File: config.mk
export PLATFORM = sky130hd
export DESIGN_NAME = if_fetch_queue
export DESIGN_NICKNAME = d
export VERILOG_FILES = /design/src/rtl/if_fetch_queue.sv
export SDC_FILE = /design/constraint.sdc
export NUM_CORES = 1
export LEC_CHECK = 0
export CAP_MARGIN = 20
export CORE_MARGIN = 2
export CORE_UTILIZATION = 50
export DETAILED_ROUTE_END_ITERATION = 6
export PLACE_DENSITY = 0.72
export SKIP_CTS_REPAIR_TIMING = 1
export SLEW_MARGIN = 20
export SYNTH_ARGS = -nofsm -noshare
export SYNTH_HDL_FRONTEND = slang
export SYNTH_SLANG_ARGS = --single-unit
File: constraint.sdc
create_clock -name clk -period 11.48 [get_ports clk]
set_input_delay 2.296 -clock clk [delete_from_list [all_inputs] [get_ports clk]]
set_output_delay 2.296 -clock clk [all_outputs]
set_load 0.01 [all_outputs]
File: src/rtl/if_fetch_queue.sv
// Fetch-to-decode instruction queue: holds {pc, pc_next, ir} per entry,
// absorbs decode stalls and empties itself on a taken-branch flush.
module if_fetch_queue #(
    parameter int unsigned DEPTH = 4,
    parameter int unsigned XLEN  = 32
) (
    input  logic                     clk,
    input  logic                     rst,
    input  logic                     enq_valid,
    input  logic [XLEN-1:0]          enq_pc,
    input  logic [XLEN-1:0]          enq_pc_next,
    input  logic [XLEN-1:0]          enq_ir,
    output logic                     enq_ready,
    output logic                     deq_valid,
    output logic [XLEN-1:0]          deq_pc,
    output logic [XLEN-1:0]          deq_pc_next,
    output logic [XLEN-1:0]          deq_ir,
    input  logic                     deq_ready,
    input  logic                     flush,
    output logic [$clog2(DEPTH):0]   count
);

    localparam int unsigned AW = $clog2(DEPTH);
    localparam logic [AW:0] FULL = (AW+1)'(DEPTH);

    logic [XLEN-1:0] pc_mem      [DEPTH];
    logic [XLEN-1:0] pc_next_mem [DEPTH];
    logic [XLEN-1:0] ir_mem      [DEPTH];

    logic [AW-1:0] rd_ptr;
    logic [AW-1:0] wr_ptr;
    logic          enq_fire;
    logic          deq_fire;

    // Ready depends only on registered occupancy: no write-through when full.
    assign enq_ready = (count != FULL);
    assign deq_valid = (count != '0);
    assign enq_fire  = enq_valid & enq_ready;
    assign deq_fire  = deq_valid & deq_ready;

    assign deq_pc      = pc_mem[rd_ptr];
    assign deq_pc_next = pc_next_mem[rd_ptr];
    assign deq_ir      = ir_mem[rd_ptr];

    always_ff @(posedge clk or negedge rst) begin
        if (!rst) begin
            rd_ptr <= '0;
            wr_ptr <= '0;
            count  <= '0;
        end else if (flush) begin
            rd_ptr <= '0;
            wr_ptr <= '0;
            count  <= '0;
        end else begin
            if (enq_fire) wr_ptr <= wr_ptr + AW'(1);
            if (deq_fire) rd_ptr <= rd_ptr + AW'(1);
            case ({enq_fire, deq_fire})
                2'b10:   count <= count + (AW+1)'(1);
                2'b01:   count <= count - (AW+1)'(1);
                default: count <= count;
            endcase
        end
    end

    // Storage is not reset; only occupancy decides what is visible.
    always_ff @(posedge clk) begin
        if (enq_fire && !flush) begin
            pc_mem[wr_ptr]      <= enq_pc;
            pc_next_mem[wr_ptr] <= enq_pc_next;
            ir_mem[wr_ptr]      <= enq_ir;
        end
    end

endmodule
After elaboration in Yosys (flattened, before gate mapping)
Memories as Yosys holds them, arrays and structs flattened.
Cells that the tools add are included.
- memories kept: 3
- output and inout port bits: 101
- word-level logic and storage cells: 29
- flip-flop bits (word level): 7
- bits of input ports: 101
- memory bits (read-only): 0
- memory bits (writable): 384
- bits in latches: 0
- muxes and demuxes: 8
- bitwise gates (word level): 2
- shift-type cells: 0
- equal/unequal tests: 3
- reductions and logical operators: 6
- multipliers: 0
- div/mod/pow operators: 0
- magnitude comparators: 0
- $add $sub $neg: 4
- memory list (memory ; words ; bits a word ; read ports ; clocked after Yosys merged registers in ; write ports ; RTL line ; source):
    ir_mem ; 4 ; 32 ; 1 ; 0 ; 1 ; 28 ; logic [XLEN-1:0] ir_mem [DEPTH];
    pc_mem ; 4 ; 32 ; 1 ; 0 ; 1 ; 26 ; logic [XLEN-1:0] pc_mem [DEPTH];
    pc_next_mem ; 4 ; 32 ; 1 ; 0 ; 1 ; 27 ; logic [XLEN-1:0] pc_next_mem [DEPTH];
- operators with widths (operator ; number):
    $mux 2 ; 4
    $pmux 3 s2 ; 1
    $reduce_bool 3->1 ; 2
    $add 2x1->2 const B ; 2
    $reduce_bool 2->1 ; 2
    $add 3x1->3 const B ; 1
    $mux 3 ; 1
    $ne 3x3->1 const B ; 1
    $sub 3x1->3 const B ; 1
    $and 1x1->1 ; 2
    $eq 2x1->1 const B ; 1
    $eq 2x2->1 const B ; 1
    $mux 1 ; 2
    $logic_and 1x1->1 ; 1
    $logic_not 1->1 ; 1

Longest topological paths before layout
- depth after elaboration: 5
- mapped depth: 7
- gate-level depth less buffers: 6

Worst setup path before layout
OpenSTA, ideal clock, no wires.
- path type: input-to-reg
- start point: in enq_valid
- end point: mem ir_mem[0][0], enable pin
- data required time: 11.014 ns
- arrival time: 5.064 ns
- buffers on the path: 1
- library setup time: 0.466 ns
- slack: 5.951 ns
- stages: 4
- cell sequence: buf_2 > inv_1 > nor3_1 > and2_1
- word-level cells in the longest chain between the ends: 4
- RTL lines (element ; RTL line ; source):
    from (decl) ; 9 ; input logic enq_valid,
    $and 1x1->1 ; 38 ; assign enq_fire = enq_valid & enq_ready;
    $logic_and 1x1->1 ; 67 ; if (enq_fire && !flush) begin
    $mux 1 ; 67 ;
    $mux 1 (not written as such) ; 70 ; ir_mem[wr_ptr] <= enq_ir;
    to (decl) ; 28 ;
No other way between the ends.

Worst setup path after layout
- start point: reg rd_ptr[0]
- end point: out deq_ir[27]
- word-level cells in the longest chain between the ends: 1
- RTL lines (element ; RTL line ; source):
    from (decl) ; 30 ; logic [AW-1:0] rd_ptr;
    from (signal assigned) ; 56 ; if (deq_fire) rd_ptr <= rd_ptr + AW'(1);
    $mem_v2 4x32 ; n/a ;
    to (decl) ; 17 ; output logic [XLEN-1:0] deq_ir,
No other way between the ends.

==> reports/qor_table.md <==
| Step | Metric | This run |
|---|---|---|
| outcome | Run status | complete, no violations |
| routing | Number of antenna-violating nets in the routed design | 0 |
| routing | Sum of routed wire length over all layers | 26.4 mm |
| power | Internal Pwr Total | 2.66 mW |
| grt | Remaining global-route overflow | 0 |
| job | # Max-Cap Violations | 0 |
| finish | Final non-filler cell total | 1205 |
| power | Sw frac | 21.9% |
| clock tree | Number of clock buffers inserted by TritonCTS | 39 |
| place | IO buf count | 201 |
| clock tree | Clk Latency, worst-skew pair | 0.51 ns |
| power | Power dissipated by switching net loads | 0.747 mW |
| floorplan | Cell row count | 62 |
| routing | Vias/cell | 5.42 |
| routing | DR WL/cell | 21.9 um |
| routing | Residual DRC count | 0 |
| finish | Layout Utilization | 63.3% |
| sta | Final hold slack | 0.615 ns |
| sta | Final critical path time including I/O delays and setup | 5.77 ns |
| sta | Number of max-slew violations in the final report | 0 |
| synthesis | Number of warning messages in the yosys log | 0 |
| floorplan | Die ar. | 30200 um^2 |
| power | Sequential share of power | 49.0% |
| grt | Pin count of the biggest net entering global routing | 72 |
| place | Routability Congestion | 0.744 |
| critical path | FF-to-FF path depth | 4 |
| critical path | Startpoint type of the worst setup path | flip-flop |
| power | Power density relative to cell area | 189 nW/um^2 |
| critical path | Data arrival at the endpoint of the critical path | 3.47 ns |
| critical path | CP endpoint kind | output pin |
| finish | Final net count | 896 |
| clock tree | Clock-pin slew of the registers on the worst-case setup and hold paths | 0.06 ns |
| sta | RSZ-0062 raised after global routing | false |
| sta | Setup TNS | 0 ns |
| power | Worst IR Drop VDD | 133 uV |
| synthesis | Area fraction of the dominant cell type after synthesis | 80.1% |
| finish | Layout cells sized above 1 | 19.9% |
| sta | Worst clock skew | 0.00841 ns |
| place | Final HPWL from detailed placement | 15.6 mm |
| place | Number of cells in the design after placement | 1132 |
| synthesis | Synth cell types | 34 |
| grt | Vias in the first global route | 7116 |
| floorplan | Die H | 174 um |
| synthesis | Sequential area share after synthesis | 81.3% |
| synthesis | Leading post-synthesis cells by cell area | edfxtp_1, mux4_2, dfrtp_1 |
| floorplan | Core footprint | 28500 um^2 |
| routing | First-pass iteration count of the detailed router | 5 |
| finish | Final non-filler cell area | 18100 um^2 |
| floorplan | Initial core utilization | 50.4% |
| critical path | Worst reg-to-reg setup slack | 8.46 ns |
| synthesis | Area of the mapped netlist | 14400 um^2 |
| sta | Number of setup violations in the final report | 0 |
| clock tree | Number of H-tree levels | 2 |
| clock tree | Clock Sink Count | 391 |
| sta | Final clock period utilization by the worst path | 50.2% |
| routing | Detailed Route Iter0 Violations | 558 |
| finish | Syn-to-layout area delta | 25.5% |
| floorplan | Width of the die | 174 um |
| synthesis | #FFs+latches synth | 391 |
| power | Leakage power | 5.65 nW |
| grt | GRT Total Usage | 17.6% |
| grt | Global-route wire length before repair | 40.5 mm |
| sta | Least-Margin Pin Slew | 1.07 ns |
| synthesis | Syn avg cell area | 25.3 um^2 |
| routing | Vias | 6527 |
| place | Total cell area at the placement stage | 16800 um^2 |
| floorplan | Top-level port count | 202 |
| synthesis | Syn_nets | 675 |
| power | Combinational share of power | 15.1% |
| worst hold path | Number of instances on the worst hold path | 2 |
| worst hold path | Hold Path Class | reg2reg |
| synthesis | Number of instances in the synthesized netlist | 569 |
| critical path | Crit-path max FO | 48 |
| power | Share of power burned in the clock network | 36.0% |
| sta | Slew margin rel. | 28.9% |
| critical path | Worst Setup Path Type | reg2out |
| synthesis | Top cell type by total area after synthesis | edfxtp_1 |
| clock tree | CTS tree | built |
| critical path | Required time of the critical path | 9.18 ns |
| sta | Max frequency | 173 MHz |
| sta | Final number of hold-violating endpoints | 0 |
| clock tree | Root Buffer | clkbuf_16 |
| finish | Number of fill cells in the layout | 1918 |
| grt | Number of antenna violations at the first check in global routing | 1 |
| clock tree | Number of buffers between clock root and the deepest sink | 3 |
[power groups by stage]
| stage | clock, mW | sequential, mW | combinational, mW |
|---|---|---|---|
| floorplan | 0 | 1.67 | 0.297 |
| global placement | 0 | 1.70 | 0.510 |
| detailed placement | 0 | 1.70 | 0.515 |
| CTS | 1.25 | 1.67 | 0.518 |
| global route | 1.31 | 1.68 | 0.544 |
| finish | 1.23 | 1.67 | 0.514 |
[worst max-delay path, cell delays in order (launching register included)]
cell and delay (ns):
dfrtp_4 1.06, buf_4 0.46, buf_16 0.32, mux4_2 0.58, clkdlybuf4s50_1 0.51
[metal layers]
metal / routed length, um / global-route usage [%]
met2: 13500 / 30.2
met5: 0 / 0
met4: 515 / 4.94
met3: 1710 / 4.23
met1: 10700 / 22.7
[cell families (layout without fill, tap and decap cells)]
| family | count (synthesis) | count (layout) | synth area share (%) |
|---|---|---|---|
| DFF | 391 | 391 | 81.3 |
| muxes | 96 | 96 | 15.0 |
| buffers and inverters | 33 | 284 | 1.28 |
| and+or+nand+nor | 24 | 24 | 1.01 |
| AOI/OAI and AO/OA | 17 | 17 | 0.747 |
| adders and majority gates | 5 | 5 | 0.487 |
| xor gates and xnor gates | 3 | 3 | 0.182 |
| other | 0 | 1 | 0 |
[state kept, by name (all words and copies together) (netlist names)]
signal	flops
pc_mem	128
pc_next_mem	128
count	3
wr_ptr	2
rd_ptr	2
ir_mem	128
[path summary, 6_finish.rpt]
path	startpoint	end
setup / recovery	rd_ptr[0]	deq_ir[27]
max in group asynchronous	rst	rd_ptr[0]
setup reg to reg	count[0]	pc_next_mem[0][29]
min in group asynchronous	rst	count[2]
hold reg to reg	wr_ptr[0]	wr_ptr[0]
hold / removal	wr_ptr[0]	wr_ptr[0]
[through the flow]
step                      total power, mW  setup slack, ns
after floorplan                      1.97             5.95
after global placement               2.21             5.88
after detailed placement             2.22             5.88
after CTS                            3.44             5.31
after global routing                 3.54             5.43
final                                3.41             5.71
[Yosys cell counts, drive strengths merged]
cell type / n
nor3b: 2
mux4: 96
a311oi: 1
a31oi: 1
buf: 21
xor2: 2
a211oi: 1
or3: 2
nand2b: 5
or2: 1
nor4: 1
nand3: 3
xnor2: 1
nand3b: 2
dfrtp: 7
ha: 4
nor3: 1
fa: 1
clkbuf: 7
a21oi: 6
o31ai: 1
a221oi: 1
o21ai: 3
o22ai: 1
and2: 5
o311ai: 1
inv: 5
edfxtp: 384
nor2: 2
a2111oi: 1
[cells in the final DEF (no fill, tap or decap), drive strengths merged, types with 2 or more instances in the layout]
| master | n |
|---|---|
| inv | 6 |
| clkbuf | 50 |
| a21oi | 6 |
| nor2 | 2 |
| xor2 | 2 |
| bufinv | 4 |
| clkdlybuf4s50 | 201 |
| clkinv | 15 |
| buf | 7 |
| nand2b | 5 |
| dfrtp | 7 |
| nor3b | 2 |
| edfxtp | 384 |
| or3 | 2 |
| ha | 4 |
| nand3 | 3 |
| o21ai | 3 |
| and2 | 5 |
| nand3b | 2 |
| mux4 | 96 |
[cell type report]
type | instances | area (um^2) | share of cell area [%]
diodes | 1 | 2.50 | 0.0138
clock buffers | 50 | 1040 | 5.75
clock inverters | 21 | 213 | 1.18
inverters | 5 | 18.8 | 0.104
multi-input cells | 145 | 2520 | 14.0
flip-flops and latches | 391 | 11700 | 64.8
well taps | 384 | 480 | 2.66
repair buffers | 208 | 2080 | 11.5
(Power assumes the default switching activity.)
